===== config.mk =====
export PLATFORM = sky130hd
export DESIGN_NAME = sub_seq_arbiter_flat
export DESIGN_NICKNAME = d
export VERILOG_FILES = /design/src/rtl/sub_seq_arbiter_if.sv /design/src/rtl/sub_seq_arbiter.sv /design/src/flat_wrapper.sv
export SDC_FILE = /design/constraint.sdc
export NUM_CORES = 1
export LEC_CHECK = 0
export CAP_MARGIN = 15
export CORE_AREA = 8 8 124 126
export CTS_BUF_LIST = sky130_fd_sc_hd__clkbuf_16
export CTS_CLUSTER_SIZE = 16
export DETAILED_ROUTE_END_ITERATION = 10
export DIE_AREA = 0 0 132 134
export HOLD_SLACK_MARGIN = 0.02
export PLACE_DENSITY = 0.69
export SETUP_SLACK_MARGIN = 0.1
export SKIP_CTS_REPAIR_TIMING = 1
export SLEW_MARGIN = 30
export SYNTH_ARGS = -nofsm -noshare
export SYNTH_HDL_FRONTEND = slang
export SYNTH_SLANG_ARGS = --single-unit

===== constraint.sdc =====
create_clock -name clk -period 3.6 [get_ports clk]
set_input_delay 0.72 -clock clk [delete_from_list [all_inputs] [get_ports clk]]
set_output_delay 0.72 -clock clk [all_outputs]
set_load 0.02 [all_outputs]

===== src/rtl/sub_seq_arbiter_if.sv =====
// Request/response bundle between the requesting engines and the shared subtract scheduler.
interface sub_seq_arbiter_if #(
    parameter int unsigned NREQ   = 2,
    parameter int unsigned NBYTES = 4
);
    localparam int unsigned W   = 8 * NBYTES;
    localparam int unsigned IDW = (NREQ > 1) ? $clog2(NREQ) : 1;

    logic [NREQ-1:0]   req_valid;
    logic [NREQ-1:0]   req_ready;
    logic [NREQ*W-1:0] req_a;
    logic [NREQ*W-1:0] req_b;
    logic              rsp_valid;
    logic              rsp_ready;
    logic [IDW-1:0]    rsp_id;
    logic [W-1:0]      rsp_diff;
    logic              rsp_borrow;
    logic              busy;

    // Requesting side: drives requests and consumes the response.
    modport master (
        output req_valid, req_a, req_b, rsp_ready,
        input  req_ready, rsp_valid, rsp_id, rsp_diff, rsp_borrow, busy
    );

    // Scheduler side.
    modport slave (
        input  req_valid, req_a, req_b, rsp_ready,
        output req_ready, rsp_valid, rsp_id, rsp_diff, rsp_borrow, busy
    );
endinterface


===== src/rtl/sub_seq_arbiter.sv =====
// Round-robin scheduler sharing one 8-bit subtract slice among NREQ requesters,
// processing each operand pair LSB byte first with a chained carry.
module sub_seq_arbiter #(
    parameter int unsigned NREQ   = 2,
    parameter int unsigned NBYTES = 4
) (
    input  logic             clk,
    input  logic             rst,
    sub_seq_arbiter_if.slave bus
);
    localparam int unsigned W   = 8 * NBYTES;
    localparam int unsigned IDW = (NREQ > 1) ? $clog2(NREQ) : 1;
    localparam int unsigned CW  = (NBYTES > 1) ? $clog2(NBYTES) : 1;

    typedef enum logic [1:0] {IDLE, RUN, DONE} state_t;

    state_t          state;
    state_t          state_nxt;
    logic [IDW-1:0]  last_grant;
    logic [IDW-1:0]  grant_c;
    logic [IDW-1:0]  id_q;
    logic [CW-1:0]   cnt;
    logic            carry;
    logic [W-1:0]    opa;
    logic [W-1:0]    opb;
    logic [W-1:0]    diff_q;
    logic            borrow_q;
    logic            valid_q;
    logic            busy_q;
    logic [NREQ-1:0] ready_c;
    logic            accept_c;
    logic            last_byte_c;
    logic [7:0]      a_byte_c;
    logic [7:0]      b_inv_c;
    logic [8:0]      sum_c;

    // First valid requester after 'last', wrapping; nearest candidate is evaluated last so it wins.
    function automatic logic [IDW-1:0] rr_pick(input logic [NREQ-1:0] v, input logic [IDW-1:0] last);
        logic [IDW-1:0] pick;
        int unsigned    idx;
        pick = last;
        for (int unsigned k = NREQ; k >= 1; k--) begin
            idx = (32'(last) + k) % NREQ;
            if (v[IDW'(idx)]) pick = IDW'(idx);
        end
        return pick;
    endfunction

    // Round-robin grant candidate.
    always_comb begin
        grant_c = rr_pick(bus.req_valid, last_grant);
    end

    // One byte of the subtract slice: A + ~B + carry.
    always_comb begin
        a_byte_c    = opa[32'(cnt) * 8 +: 8];
        b_inv_c     = ~opb[32'(cnt) * 8 +: 8];
        sum_c       = 9'(a_byte_c) + 9'(b_inv_c) + 9'(carry);
        last_byte_c = (cnt == CW'(NBYTES - 1));
    end

    // State register.
    always_ff @(posedge clk) begin
        if (rst) state <= IDLE;
        else     state <= state_nxt;
    end

    // Next state and the combinational accept strobe.
    always_comb begin
        state_nxt = state;
        ready_c   = '0;
        case (state)
            IDLE: begin
                if (!rst && (|bus.req_valid)) begin
                    ready_c[grant_c] = 1'b1;
                    state_nxt        = RUN;
                end
            end
            RUN: begin
                if (last_byte_c) state_nxt = DONE;
            end
            DONE: begin
                if (bus.rsp_ready) state_nxt = IDLE;
            end
            default: state_nxt = IDLE;
        endcase
    end

    assign accept_c = |ready_c;

    // Operand capture, byte-serial result build-up and response registers.
    always_ff @(posedge clk) begin
        if (rst) begin
            cnt        <= '0;
            carry      <= 1'b1;
            last_grant <= IDW'(NREQ - 1);
            opa        <= '0;
            opb        <= '0;
            id_q       <= '0;
            diff_q     <= '0;
            borrow_q   <= 1'b0;
            valid_q    <= 1'b0;
            busy_q     <= 1'b0;
        end else begin
            case (state)
                IDLE: begin
                    if (accept_c) begin
                        opa        <= bus.req_a[32'(grant_c) * W +: W];
                        opb        <= bus.req_b[32'(grant_c) * W +: W];
                        id_q       <= grant_c;
                        last_grant <= grant_c;
                        cnt        <= '0;
                        carry      <= 1'b1;
                        busy_q     <= 1'b1;
                    end
                end
                RUN: begin
                    diff_q[32'(cnt) * 8 +: 8] <= sum_c[7:0];
                    carry                     <= sum_c[8];
                    cnt                       <= cnt + CW'(1);
                    if (last_byte_c) begin
                        cnt      <= '0;
                        borrow_q <= ~sum_c[8];
                        valid_q  <= 1'b1;
                    end
                end
                DONE: begin
                    if (bus.rsp_ready) begin
                        valid_q <= 1'b0;
                        busy_q  <= 1'b0;
                    end
                end
                default: ;
            endcase
        end
    end

    assign bus.req_ready  = ready_c;
    assign bus.rsp_valid  = valid_q;
    assign bus.rsp_id     = id_q;
    assign bus.rsp_diff   = diff_q;
    assign bus.rsp_borrow = borrow_q;
    assign bus.busy       = busy_q;

endmodule


===== src/flat_wrapper.sv =====
// flat-port wrapper written by rule: the top's interface ports become plain ports
module sub_seq_arbiter_flat 
#(
    parameter int unsigned NREQ   = 2,
    parameter int unsigned NBYTES = 4
)
  (clk, rst, bus_req_valid, bus_req_a, bus_req_b, bus_rsp_ready, bus_req_ready, bus_rsp_valid, bus_rsp_id, bus_rsp_diff, bus_rsp_borrow, bus_busy);
  sub_seq_arbiter_if #(.NREQ(NREQ), .NBYTES(NBYTES)) bus_i ();
  input  logic clk;
  input  logic rst;
  input wire logic [$bits(bus_i.req_valid)-1:0] bus_req_valid;
  input wire logic [$bits(bus_i.req_a)-1:0] bus_req_a;
  input wire logic [$bits(bus_i.req_b)-1:0] bus_req_b;
  input wire logic [$bits(bus_i.rsp_ready)-1:0] bus_rsp_ready;
  output wire logic [$bits(bus_i.req_ready)-1:0] bus_req_ready;
  output wire logic [$bits(bus_i.rsp_valid)-1:0] bus_rsp_valid;
  output wire logic [$bits(bus_i.rsp_id)-1:0] bus_rsp_id;
  output wire logic [$bits(bus_i.rsp_diff)-1:0] bus_rsp_diff;
  output wire logic [$bits(bus_i.rsp_borrow)-1:0] bus_rsp_borrow;
  output wire logic [$bits(bus_i.busy)-1:0] bus_busy;
  assign bus_i.req_valid = bus_req_valid;
  assign bus_i.req_a = bus_req_a;
  assign bus_i.req_b = bus_req_b;
  assign bus_i.rsp_ready = bus_rsp_ready;
  assign bus_req_ready = bus_i.req_ready;
  assign bus_rsp_valid = bus_i.rsp_valid;
  assign bus_rsp_id = bus_i.rsp_id;
  assign bus_rsp_diff = bus_i.rsp_diff;
  assign bus_rsp_borrow = bus_i.rsp_borrow;
  assign bus_busy = bus_i.busy;
  sub_seq_arbiter #(.NREQ(NREQ), .NBYTES(NBYTES)) u_core (.clk(clk), .rst(rst), .bus(bus_i));
endmodule

; ---- Word-level counts from Yosys, hierarchy flattened
; Cells that the tools add are included.
; Widths: inputs -> output; s select.
[op_classes]
n_mul = 0
n_div = 0
shifts = 6
reduce_logical = 15
n_mux = 24
magnitude_cmp = 4
n_eq_ne = 7
bitwise_logic = 2
n_addsub = 6
[ops]
columns = operator, n
row1 = $shiftx 64x7->32, 2
row2 = $shiftx 32x6->8, 2
row3 = $neg 5->34, 1
row4 = $shift 8x34->32 const A, 1
row5 = $shiftx 8x34->32, 1
row6 = $bwmux 32, 1
row7 = $mux 2, 7
row8 = $mux 1, 10
row9 = $add 8x8->9, 1
row10 = $add 9x1->9, 1
row11 = $reduce_and 3->1, 3
row12 = $not 8->8, 1
row13 = $lt 1x2->1 const B, 3
row14 = $ne 2x1->1 const B, 3
row15 = $pmux 1 s2, 3
row16 = $pmux 2 s3, 1
row17 = $reduce_and 2->1, 3
row18 = $reduce_bool 2->1, 3
row19 = $eq 2x2->1 const B, 2
row20 = $pmux 2 s2, 1
row21 = $reduce_or 2->1, 2
row22 = $add 1x1->1 const B, 2
row23 = $add 2x1->2 const B, 1
row24 = $eq 2x1->1 const B, 1
row25 = other kinds (7), 8
[totals]
latch_bits = 0
mem_count = 0
wordCells = 75
output_inout_bits = 38
input_bits = 133
reg_bits = 106
ramBits = 0
romBits = 0

; ---- Logic depth before layout (Yosys ltp)
; Gate-level depths: netlist (run 1).
[depth]
ltp_word = 14
ltp_mapped = 11
mapped_depth_nobuf = 10

; ---- Worst setup path after synthesis (run 1)
; Ideal clock, no wire load.
[synth_timing]
path_kind = flip-flop to flip-flop
startpoint = register u_core.cnt[0]
endpoint = register u_core.diff_q[11] (netlist: u_core.bus.rsp_diff[11])
synth_period_minus_slack_ns = 3.096
t_required_ns = 3.526
n_path_buf = 2
path_slack_ns = 0.504
stages_incl_launch_ff = 10
setup_time_ns = 0.074
t_arrival_ns = 3.021
path_cell_list = dfxtp_1 -> buf_2 -> buf_2 -> mux4_2 -> fa_1 -> nand2b_1 -> nand2b_1 -> a21oi_1 -> or4_1 -> a31oi_1
[synth_between]
elab_chain_cells = 6
word_cells_on_any_way = 9
cone_classes = 3 x add/sub / 4 x shift / 1 x mux / 1 x bitwise
[synth_rtl]
columns = item, line
row1 = "start, declared", sub_seq_arbiter.sv:22  ; logic [CW-1:0] cnt;
row2 = "start signal, assigned", sub_seq_arbiter.sv:120  ; cnt <= cnt + CW'(1);
row3 = $shiftx 32x6->8, sub_seq_arbiter.sv:57  ; b_inv_c = ~opb[32'(cnt) * 8 +: 8];
row4 = $not 8->8, sub_seq_arbiter.sv:57
row5 = $add 8x8->9, sub_seq_arbiter.sv:58  ; sum_c = 9'(a_byte_c) + 9'(b_inv_c) + 9'(carry);
row6 = $add 9x1->9, sub_seq_arbiter.sv:58
row7 = $shiftx 8x34->32, sub_seq_arbiter.sv:118  ; diff_q[32'(cnt) * 8 +: 8] <= sum_c[7:0];
row8 = $bwmux 32 (*), sub_seq_arbiter.sv:118
row9 = "end signal, assigned by index", sub_seq_arbiter.sv:118
row10 = "end, declared", sub_seq_arbiter.sv:26  ; logic [W-1:0] diff_q;
; Mark *: on every way between the ends. The rest lies on a longest branch, timed or not.
; A chain may end at the register's enable or synchronous reset.

; ---- Worst setup path after layout (run 1)
[layout_timing]
startpoint = input port bus_req_valid[0]
endpoint = output port bus_req_ready[0]
[layout_between]
elab_chain_cells = 10
word_cells_on_any_way = 15
cone_classes = 2 x order compare / 10 x mux / 3 x reduce/logical
[layout_rtl]
columns = item, line
row1 = "start, declared", flat_wrapper.sv:11  ; input wire logic [$bits(bus_i.req_valid)-1:0] bus_req_valid;
row2 = $mux 1 (not written as such) (2 in a row), sub_seq_arbiter.sv:44  ; if (v[IDW'(idx)]) pick = IDW'(idx);
row3 = $mux 1 (2 in a row), sub_seq_arbiter.sv:44
row4 = $lt 1x2->1 (not written as such) or $ge 1x1->1 (tied branches), sub_seq_arbiter.sv:75  ; ready_c[grant_c] = 1'b1;
row5 = $logic_and 1x1->1 (not written as such), sub_seq_arbiter.sv:75
row6 = $mux 1 (not written as such), sub_seq_arbiter.sv:75
row7 = $demux 1 s1, n/a
row8 = $mux 2 (*), sub_seq_arbiter.sv:74  ; if (!rst && (|bus.req_valid)) begin
row9 = $mux 2 (*), sub_seq_arbiter.sv:72  ; case (state)
row10 = "end, declared", flat_wrapper.sv:15  ; output wire logic [$bits(bus_i.req_ready)-1:0] bus_req_ready;
; Mark *: on every way between the ends. The rest lies on a longest branch, timed or not. The select of a mux whose other input is x is not followed.

==> summary.txt, run 1 <==
Status
  • Status: complete, no violations

Clock network
  • CTS buffer count: 9
  • Clk sinks: 106
  • CTS tree: done
  • Max clock buf depth: 2
  • Clock-pin slew on the worst setup and hold paths: ~60 ps
  • Clk root buf: clkbuf_16
  • Worst-Skew Late Latency: about 340 ps
  • H-tree levels: 3

Timing
  • Clock Skew: 8.450 ps
  • Unrepaired setup endpoints after global routing: false
  • Worst setup slack after layout: between 400 and 500 ps
  • Period minus WS final: 3104 ps
  • Finish-stage setup viols: 0
  • Final hold violations: 0
  • Slew @ Worst Pin: 837.2 ps
  • Max Clock Freq: 322.1 MHz
  • Max Slew Vio Count: 0
  • Max-slew headroom: 0.4419
  • Period utilization: 0.8623
  • Setup TNS: 0 ps

Power and ir drop
  • Pleak: 2.806 nW
  • Max VDD drop: 0.2512 mV
  • Logic pwr share: 0.275
  • Seq pwr share: 0.427
  • PD cells: 430.1 nW/µm²
  • Pint: roughly 2.2 mW
  • Clock power frac: 0.299
  • Sw Pwr: around 0.91 mW
  • Switching Fraction: 0.2916

Global route
  • GR Overflow Total: 0
  • Initial antenna violation count: 0
  • Vias in the first global route: roughly 4600
  • Largest net degree at the start of global routing: 133
  • First-pass GRT wire length: 22980 µm
  • Gr usage total: 0.1589

Synthesis
  • Asr flop ratio synth: 0
  • Syn_nets: 687
  • Register area share after synthesis: 0.4115
  • Synth Register Bits: 106
  • Yosys top cell area share: 0.4115
  • Unique masters post-synth: 44
  • Synthesized area: 5157 µm²
  • Mean post-synth cell area: between 9 and 10 µm²
  • Cells after synthesis: about 540
  • Synth area leader: dfxtp_1
  • Synth warn: 0
  • Ys flop type: dfxtp_1
  • Post-synth EDFFs: 0
  • Ranking of synthesized cells by area: dfxtp_1 41%, mux2i_1 13%, a211oi_1 9.3%

Setup path
  • Reg-to-Reg Start: u_core.cnt[0]$_SDFFE_PP0P_
  • CP Launch Point: bus_req_valid[0]
  • Critical path cell sequence: clkdlybuf4s50_1 > inv_1 > mux2i_4 > and3_1 > clkdlybuf4s50_1
  • RR Endpoint: u_core.bus.rsp_diff[30]$_SDFFE_PP0P_
  • CP Max Fanout: 4
  • CP peak stage delay: 640 ps
  • CP Data Arrival Time: 2380 ps
  • CP Class: in2out
  • CP endpoint kind: output pin
  • Worst R2R Setup Slack: 550 ps
  • Cell mode on critical path: clkdlybuf4s50_1
  • Critical Path Start Type: input pin
  • R2R cell count: 8
  • Critical Path Slowest Stage Cell: clkdlybuf4s50_1
  • Data required time of the worst path: 2880 ps

Die
  • Die H: 134 µm
  • Core ar.: 13500 µm²
  • IO Count: 171
  • Starting Density: 0.3819
  • Row count: 43
  • Die W: around 130 µm
  • Die area: approximately 18000 µm²

Routing
  • WL/cell: 16.48 µm
  • Via-to-Cell Ratio: a little over 5
  • DR vias: roughly 4500
  • DRC Markers: 0
  • Antenna-violating nets left: 0
  • DRT iter0 DRCs: between 200 and 300
  • WL final: approximately 14000 µm
  • TritonRoute pass-1 iters: 5

Finish
  • Diode count: 0
  • Fraction of layout cells with a size suffix above 1: 0.06628
  • Final Instance Area: between 7000 and 8000 µm²
  • NumNets Final: 837
  • Non-Filler Instances: a little under 900
  • Most frequent cells in the layout: 169 x clkdlybuf4s50_1, 105 x dfxtp_1, 91 x nor2_1, 64 x mux2i_1, 64 x a211oi_1
  • Layout area overhead: 41.34%
  • Leading cell type in the layout, fill and taps excluded: clkdlybuf4s50_1
  • Post-layout util: 0.5398

Place
  • HPWL Detailed: 11470 µm
  • Placed cell areas: 6999 µm²
  • Placed instance count: between 800 and 900
  • Pre-CTS WS: 441.1 ps
  • GP Congestion: 0.8693
  • Port bufs: 170

Min path
  • Hold WC Path Type: reg2reg
  • Hold-critical path depth: 2
  • Hold Startpoint: u_core.bus.rsp_diff[23]$_SDFFE_PP0P_
  • Hold-critical path endpoint: u_core.bus.rsp_diff[23]$_SDFFE_PP0P_

Run
  • Maxcap violations: 0
==> cells by family (layout without fill, tap and decap cells) <==
kind of cell	after synthesis	after routing	share of synthesized area
AND/OR/NAND/NOR	152	152	0.1320
AO/OA/AOI/OAI	124	124	0.1691
flip-flops	106	106	0.4115
multiplexers	81	81	0.1960
buffers and inverters	58	213	0.04706
adder cells (fa/ha/maj)	15	15	0.03930
XOR/XNOR	3	3	0.005096
==> worst max-delay path, delay by kind of cell <==
| kind | cells | cell delay [ps] |
|---|---|---|
| mux | 1 | 170 |
| buf+inv | 3 | 1230 |
| simple gates | 1 | 260 |
==> metrics by stage <==
stage | total power [mW] | hold WS [ps]
after detailed placement | 2.226 | 469.4
after CTS | 3.156 | 477.9
after global routing | 3.299 | 505.2
after floorplan | 1.887 | 475.0
after global placement | 2.200 | 464.8
final | 3.135 | 483.7
==> power by group through the flow <==
stage          Sequential (mW)  Combinational (mW)  Clock [mW]
2_1_floorplan             1.35               0.535           0
3_3_place_gp              1.36               0.841           0
3_5_place_dp              1.36               0.863           0
4_1_cts                   1.34               0.866       0.953
5_1_grt                   1.35               0.948        1.00
6_report                  1.34               0.861       0.937
==> registers in the layout, indices dropped and copies added, names as in the netlist <==
signal	count
u_core.bus.rsp_borrow	1
u_core.bus.rsp_valid	1
u_core.bus.busy	1
u_core.opa	32
u_core.opb	32
u_core.last_grant	1
u_core.carry	1
u_core.state	2
u_core.cnt	2
u_core.bus.rsp_diff	32
u_core.bus.rsp_id	1
==> how the worst max path moves through the flow <==
stage | end | cells past startpoint | slack, ps
2_1_floorplan | u_core.bus.rsp_diff[11]$_SDFFE_PP0P_ | 9 | 500
3_3_place_gp | bus_req_ready[0] | 5 | 460
3_5_place_dp | bus_req_ready[0] | 5 | 440
4_1_cts | bus_req_ready[0] | 5 | 440
5_1_grt | u_core.bus.rsp_diff[30]$_SDFFE_PP0P_ | 8 | 380
6_report | bus_req_ready[0] | 5 | 500
==> metal layers <==
| layer | GRT usage | wire length, µm |
|---|---|---|
| met1 | 0.1907 | 6333 |
| met2 | 0.2747 | 7143 |
| met3 | 0.04375 | 745 |
| met4 | 0.04020 | 179 |
| met5 | 0 | 0 |
==> final cells by class <==
| class | instances | area [µm²] |
|---|---|---|
| Clock buffer | 9 | 225.2 |
| Multi-Input combinational cell | 375 | 2813 |
| Tap cell | 180 | 225.2 |
| Sequential cell | 106 | 2123 |
| Timing Repair Buffer | 179 | 1774 |
| Clock inverter | 7 | 61.31 |
| Inverter | 18 | 67.56 |
| Fill cell | 1244 | 6215 |
==> cell usage after synthesis (all sizes together), types with 2 or more instances <==
cell      n
a211oi   64
a21oi    10
a22oi    16
a31oi     5
and3      2
buf      14
clkbuf   26
dfxtp   106
fa        2
ha       13
inv      17
mux2i    65
mux4     16
nand2    16
nand2b    4
nand3    21
nor2     91
nor2b     4
nor3      3
nor3b     2
o21ai    14
o31ai     6
or3       4
xor2      2
(Power assumes the default switching activity.)
==> inputs of run 2 (changes only) <==
--- a/config.mk
+++ b/config.mk
@@ -11,6 +11,7 @@
 export CTS_CLUSTER_SIZE = 16
 export DETAILED_ROUTE_END_ITERATION = 10
 export DIE_AREA = 0 0 132 134
+export GPL_TIMING_DRIVEN = 0
 export HOLD_SLACK_MARGIN = 0.02
 export PLACE_DENSITY = 0.69
 export SETUP_SLACK_MARGIN = 0.1
==> run 2 against run 1 <==
Compared with the run above:
- fmax shrank 3.7%
- design area grew 1.1%
- die area did not move
- first-iteration DRC count shrank 2.0%
- sequential power barely moved
- sequential cell count unchanged
- wire length rose by 13%
- cell count is 3.3% higher
- via count up 6.9%
- largest cell class unchanged
==> summary.txt, run 2 (synthesized netlist as in run 1, its figures left out) <==
Status
  • Status: complete, no violations (unchanged)

Setup path
  • Critical Path Start Type: register (was input pin)
  • CP Max Fanout: 10 (was 4)
  • Data required time of the worst path: 3870 ps (was 2880 ps)
  • CP Class: reg2reg (was in2out)
  • CP endpoint kind: register (was output pin)
  • CP Data Arrival Time: 3500 ps (was 2380 ps)

Global route
  • GR Overflow Total: 0 (unchanged)
  • Initial antenna violation count: 0 (unchanged)
  • First-pass GRT wire length: 26350 µm (was 22980 µm)
  • Gr usage total: 0.1832 (was 0.1589)
  • Vias in the first global route: 5148 (was 4586)
  • Largest net degree at the start of global routing: 18 (was 133)

Timing
  • Max Slew Vio Count: 0 (unchanged)
  • Max Clock Freq: 310.2 MHz (was 322.1 MHz)
  • Clock Skew: 6.399 ps (was 8.450 ps)
  • Period minus WS final: 3224 ps (was 3104 ps)
  • Finish-stage setup viols: 0 (unchanged)
  • Unrepaired setup endpoints after global routing: false (unchanged)
  • Max-slew headroom: 0.6033 (was 0.4419)
  • Final hold violations: 0 (unchanged)
  • Setup TNS: 0 ps (unchanged)
  • Slew @ Worst Pin: 588.8 ps (was 837.2 ps)
  • Period utilization: 0.8956 (was 0.8623)

Routing
  • DRC Markers: 0 (unchanged)
  • DR vias: 4796 (was 4487)
  • TritonRoute pass-1 iters: 5 (unchanged)
  • WL/cell: 18.06 µm (was 16.48 µm)
  • DRT iter0 DRCs: 292 (was 298)
  • WL final: 16310 µm (was 14400 µm)
  • Via-to-Cell Ratio: 5.311 (was 5.134)
  • Antenna-violating nets left: 0 (unchanged)

Place
  • Port bufs: 169 (was 170)
  • HPWL Detailed: 13480 µm (was 11470 µm)
  • GP Congestion: 0.8732 (was 0.8693)

Clock network
  • Clk sinks: 106 (unchanged)
  • Worst-Skew Late Latency: 340 ps (about the same)
  • Max clock buf depth: 2 (unchanged)
  • H-tree levels: 3 (unchanged)
  • Clock-pin slew on the worst setup and hold paths: 70 ps (was 60 ps)
  • CTS tree: done (unchanged)
  • CTS buffer count: 9 (unchanged)
  • Clk root buf: clkbuf_16 (unchanged)

Die
  • Starting Density: 0.3819 (unchanged)
  • IO Count: 171 (unchanged)
  • Core ar.: 13500 µm² (unchanged)
  • Row count: 43 (unchanged)
  • Die W: 132 µm (unchanged)
  • Die H: 134 µm (unchanged)
  • Die area: 17690 µm² (unchanged)

Power and ir drop
  • Sw Pwr: 0.9796 mW (was 0.9142 mW)
  • Pleak: 2.878 nW (was 2.806 nW)
  • Pint: 2.170 mW (was 2.221 mW)
  • Clock power frac: 0.285 (was 0.299)
  • Max VDD drop: 0.2729 mV (was 0.2512 mV)
  • PD cells: 427.3 nW/µm² (was 430.1 nW/µm²)
  • Overall Power: 3.150 mW (was 3.135 mW)
  • Switching Fraction: 0.3110 (was 0.2916)
  • Seq pwr share: 0.423 (was 0.427)
  • Logic pwr share: 0.291 (was 0.275)

Run
  • Maxcap violations: 0 (unchanged)

Finish
  • Diode count: 0 (unchanged)
  • Layout area overhead: 42.94% (was 41.34%)
  • NumNets Final: 866 (was 837)
  • Fraction of layout cells with a size suffix above 1: 0.07192 (was 0.06628)
  • FILL cells: 1232 (was 1244)
  • Register area: 2123 µm² (unchanged)
  • Post-layout util: 0.5459 (was 0.5398)
  • Leading cell type in the layout, fill and taps excluded: clkdlybuf4s50_1 (unchanged)
  • Most frequent cells in the layout: 167 x clkdlybuf4s50_1, 105 x dfxtp_1, 91 x nor2_1, 64 x mux2i_1, 64 x a211oi_1 (was 169 x clkdlybuf4s50_1, 105 x dfxtp_1, 91 x nor2_1, 64 x mux2i_1, 64 x a211oi_1)
  • Multi-input gate area: 2804 µm² (was 2813 µm²)

Min path
  • Hold WC Path Type: reg2reg (unchanged)
-- run 2: metrics by stage --
| step | cells | setup WS [ps] | cell area, µm² | hold WS, ps |
|---|---|---|---|---|
| 2_1_floorplan | 539 | 504.3 | 5157 | 475.0 |
| 3_3_place_gp | 888 | -175.3 | 7074 | 462.8 |
| 3_5_place_dp | 888 | -175.6 | 7074 | 475.6 |
| 4_1_cts | 904 | -169.7 | 7343 | 484.9 |
| 5_1_grt | 903 | 132.8 | 7372 | 514.7 |
| 6_report | 903 | 375.9 | 7372 | 481.5 |
-- run 2: layout make-up --
cell class / instances / area share
multi-input cells: 375 / 0.3803
flip-flops and latches: 106 / 0.2880
repair buffers: 169 / 0.2301
clock buffers: 9 / 0.03055
well taps: 180 / 0.03055
plain buffers: 39 / 0.02529
inverters: 18 / 0.009165
clock inverters: 7 / 0.005940
-- run 2: worst paths after layout --
kind              cells after the start                            startpoint                                   end  slack [ps]
setup / recovery                     11            u_core.cnt[0]$_SDFFE_PP0P_  u_core.bus.rsp_diff[12]$_SDFFE_PP0P_         380
hold / removal                        2  u_core.bus.rsp_diff[21]$_SDFFE_PP0P_  u_core.bus.rsp_diff[21]$_SDFFE_PP0P_         480
setup reg to reg                     11            u_core.cnt[0]$_SDFFE_PP0P_  u_core.bus.rsp_diff[12]$_SDFFE_PP0P_         380
hold reg to reg                       2  u_core.bus.rsp_diff[21]$_SDFFE_PP0P_  u_core.bus.rsp_diff[21]$_SDFFE_PP0P_         480
-- run 2: power by group through the flow --
stage / clock [mW] / combinational (mW) / sequential, mW
after floorplan: 0 / 0.535 / 1.35
after global placement: 0 / 0.884 / 1.35
after CTS: 0.914 / 0.911 / 1.33
after global routing: 0.954 / 1.01 / 1.34
final: 0.899 / 0.917 / 1.33
after detailed placement: 0 / 0.909 / 1.36
-- run 2: per-layer routing --
metal  track usage  wire, µm  up-vias
li1              -         -     2334
met1        0.2136      6630     2268
met2        0.3280      8242      175
met3       0.04338      1187       19
met4       0.05105       248        0
met5             0         0        -
-- run 2: critical path: stages, from the launching register on --
cell	delay [ps]
dfxtp_2	430
buf_4	280
clkbuf_4	310
mux4_2	570
fa_1	430
inv_1	80
fa_1	200
a21oi_1	90
o21bai_1	220
xor2_2	330
a22oi_1	120
nor2_1	110
==> inputs of run 3 (changes only) <==
--- a/config.mk
+++ b/config.mk
@@ -6,14 +6,16 @@
 export NUM_CORES = 1
 export LEC_CHECK = 0
 export CAP_MARGIN = 15
-export CORE_AREA = 8 8 124 126
+export CELL_PAD_IN_SITES_DETAIL_PLACEMENT = 0
+export CELL_PAD_IN_SITES_GLOBAL_PLACEMENT = 2
+export CORE_AREA = 2 2 142 144
 export CTS_BUF_LIST = sky130_fd_sc_hd__clkbuf_16
 export CTS_CLUSTER_SIZE = 16
 export DETAILED_ROUTE_END_ITERATION = 10
-export DIE_AREA = 0 0 132 134
+export DIE_AREA = 0 0 144 146
 export GPL_TIMING_DRIVEN = 0
 export HOLD_SLACK_MARGIN = 0.02
-export PLACE_DENSITY = 0.69
+export PLACE_DENSITY_LB_ADDON = 0.1
 export SETUP_SLACK_MARGIN = 0.1
 export SKIP_CTS_REPAIR_TIMING = 1
 export SLEW_MARGIN = 30
==> run 3 against run 2 <==
Compared with the run above:
- first-iteration DRC count decreased by 28%
- via count decreased by 4.0%
- sequential cell count unchanged
- combinational power increased by 2.5%
- critical endpoint is now bus_req_ready[1]
- largest power group unchanged
- highest routed layer unchanged
==> summary.txt, run 3 (synthesized netlist as in run 1, its figures left out) <==
Status
  • Status: complete, no violations (unchanged)

Min path
  • Hold WC Path Type: reg2reg (unchanged)
  • Hold-critical path endpoint: u_core.bus.rsp_diff[22]$_SDFFE_PP0P_ (was u_core.bus.rsp_diff[21]$_SDFFE_PP0P_)
  • Hold Startpoint: u_core.bus.rsp_diff[22]$_SDFFE_PP0P_ (was u_core.bus.rsp_diff[21]$_SDFFE_PP0P_)
  • Hold-critical path depth: 2 (unchanged)

Setup path
  • RR Endpoint: u_core.bus.rsp_borrow$_SDFFE_PP0P_ (was u_core.bus.rsp_diff[12]$_SDFFE_PP0P_)
  • Critical path depth: 6 (was 11)
  • Critical Path Slowest Stage Cell: clkdlybuf4s50_1 (was mux4_2)
  • Cell family with most CP delay: buffers and inverters (unchanged)
  • Critical path cell sequence: clkdlybuf4s50_1 > mux2i_4 > buf_6 > buf_6 > nor3_1 > clkdlybuf4s50_1 (was buf_4 > clkbuf_4 > mux4_2 > fa_1 > inv_1 > fa_1 > a21oi_1 > o21bai_1 > xor2_2 > a22oi_1 > nor2_1)
  • Reg-to-Reg Start: u_core.cnt[1]$_SDFFE_PP0P_ (was u_core.cnt[0]$_SDFFE_PP0P_)
  • CP Class: in2out (was reg2reg)
  • CP bufs+invs: 4 (was 3)
  • Worst R2R Setup Slack: 380 ps (about the same)
  • Data required time of the worst path: 2880 ps (was 3870 ps)
  • CP Data Arrival Time: 2740 ps (was 3500 ps)
  • CP peak stage delay: 670 ps (was 570 ps)
  • CP endpoint kind: output pin (was register)
  • CP Max Fanout: 10 (unchanged)
  • Critical Path Start Type: input pin (was register)
  • R2R cell count: 11 (unchanged)

Die
  • Starting Density: 0.2667 (was 0.3819)
  • Row count: 51 (was 43)
  • Die H: 146 µm (was 134 µm)
  • IO Count: 171 (unchanged)
  • Core ar.: 19330 µm² (was 13500 µm²)
  • Die area: 21020 µm² (was 17690 µm²)
  • Die W: 144 µm (was 132 µm)

Clock network
  • CTS buffer count: 9 (unchanged)
  • Worst-Skew Late Latency: 360 ps (was 340 ps)
  • Max clock buf depth: 2 (unchanged)
  • Clock-pin slew on the worst setup and hold paths: 70 ps (about the same)
  • H-tree levels: 3 (unchanged)
  • Clk root buf: clkbuf_16 (unchanged)
  • CTS tree: done (unchanged)
  • Clk sinks: 106 (unchanged)

Run
  • Maxcap violations: 0 (unchanged)

Timing
  • Unrepaired setup endpoints after global routing: false (unchanged)
  • Max Clock Freq: 288.8 MHz (was 310.2 MHz)
  • Final hold violations: 0 (unchanged)
  • Max Slew Vio Count: 0 (unchanged)
  • Period minus WS final: 3463 ps (was 3224 ps)
  • Clock Skew: 8.304 ps (was 6.399 ps)
  • Period utilization: 0.9619 (was 0.8956)
  • Finish-stage setup viols: 0 (unchanged)
  • Setup TNS: 0 ps (unchanged)
  • Slew @ Worst Pin: 656.8 ps (was 588.8 ps)
  • Max-slew headroom: 0.5621 (was 0.6033)

Finish
  • NumNets Final: 866 (unchanged)
  • Most frequent cells in the layout: 168 x clkdlybuf4s50_1, 105 x dfxtp_1, 91 x nor2_1, 64 x mux2i_1, 64 x a211oi_1 (was 167 x clkdlybuf4s50_1, 105 x dfxtp_1, 91 x nor2_1, 64 x mux2i_1, 64 x a211oi_1)
  • Post-layout util: 0.3881 (was 0.5459)
  • Layout area overhead: 45.49% (was 42.94%)
  • Non-Filler Instances: 986 (was 903)
  • Leading cell type in the layout, fill and taps excluded: clkdlybuf4s50_1 (unchanged)
  • Diode count: 0 (unchanged)
  • Fraction of layout cells with a size suffix above 1: 0.06935 (was 0.07192)

Global route
  • Gr usage total: 0.1667 (was 0.1832)
  • First-pass GRT wire length: 26360 µm (was 26350 µm)
  • GR Overflow Total: 0 (unchanged)
  • Initial antenna violation count: 0 (unchanged)
  • Vias in the first global route: 4761 (was 5148)
  • Largest net degree at the start of global routing: 16 (was 18)

Routing
  • Antenna-violating nets left: 0 (unchanged)
  • WL final: 16890 µm (was 16310 µm)
  • DRC Markers: 0 (unchanged)
  • DRT iter0 DRCs: 210 (was 292)
  • WL/cell: 17.13 µm (was 18.06 µm)
  • TritonRoute pass-1 iters: 6 (was 5)
  • DR vias: 4605 (was 4796)
  • Via-to-Cell Ratio: 4.670 (was 5.311)

Place
  • Placed instance count: 973 (was 888)
  • Port bufs: 169 (unchanged)
  • GP Congestion: 0.7671 (was 0.8732)
  • HPWL Detailed: 13470 µm (was 13480 µm)

Power and ir drop
  • Pleak: 2.866 nW (was 2.878 nW)
  • Max VDD drop: 0.2083 mV (was 0.2729 mV)
  • PD cells: 431.0 nW/µm² (was 427.3 nW/µm²)
==> run 3: worst register-to-register path, cell delays in order (launching register included) <==
cell and delay [ps]:
dfxtp_1 400, clkbuf_2 310, clkbuf_2 360, mux4_2 380, fa_1 420, inv_1 80, fa_1 200, a21oi_1 100
o22ai_1 210, o21ai_0 190, o2bb2ai_1 230, a32o_1 230
==> run 3: routing by layer <==
| layer | vias to the layer above | routed length [µm] | GRT usage |
|---|---|---|---|
| li1 | 2323 | - | - |
| met1 | 2149 | 7494 | 0.2114 |
| met2 | 122 | 8416 | 0.2883 |
| met3 | 11 | 783 | 0.03258 |
| met4 | 0 | 192 | 0.04265 |
| met5 | - | 0 | 0 |
==> run 3: worst max path at each step <==
| stage | start | to | slack, ps |
|---|---|---|---|
| 6_report | bus_req_valid[1] | bus_req_ready[1] | 140 |
| 5_1_grt | bus_req_valid[1] | bus_req_ready[1] | 100 |
| 4_1_cts | bus_req_valid[0] | bus_req_ready[0] | -350 |
| 3_5_place_dp | bus_req_valid[0] | bus_req_ready[0] | -340 |
| 3_3_place_gp | bus_req_valid[0] | bus_req_ready[0] | -280 |
| 2_1_floorplan | u_core.cnt[0]$_SDFFE_PP0P_ | u_core.bus.rsp_diff[11]$_SDFFE_PP0P_ | 500 |
==> run 3: area by class of cell <==
| cell class | count | area (µm²) |
|---|---|---|
| sequential | 106 | 2123 |
| buffer | 39 | 196.4 |
| tap | 265 | 331.6 |
| clock buffer | 9 | 225.2 |
| multi-input combinational | 375 | 2816 |
| fill | 1937 | 11830 |
| timing repair buffer | 169 | 1694 |
| clock inverter | 5 | 48.80 |
| inverter | 18 | 67.56 |
==> run 3: through the flow <==
step	hold WS [ps]	worst slack (ps)	area, µm²	total power, mW
5_1_grt	498.4	103.1	7503	3.412
3_3_place_gp	460.9	-282.1	7181	2.287
3_5_place_dp	469.2	-341.5	7181	2.296
2_1_floorplan	475.0	504.3	5157	1.887
4_1_cts	478.5	-351.3	7455	3.251
6_report	475.5	137.2	7503	3.234
==> run 3: report_power, final <==
part	total [mW]	leakage, nW	switching, mW	internal (mW)
Sequential	1.33	0.873	0.0602	1.27
Clock	0.962	0.134	0.437	0.525
Combinational	0.940	1.86	0.506	0.434
Total	3.23	2.87	1.00	2.23
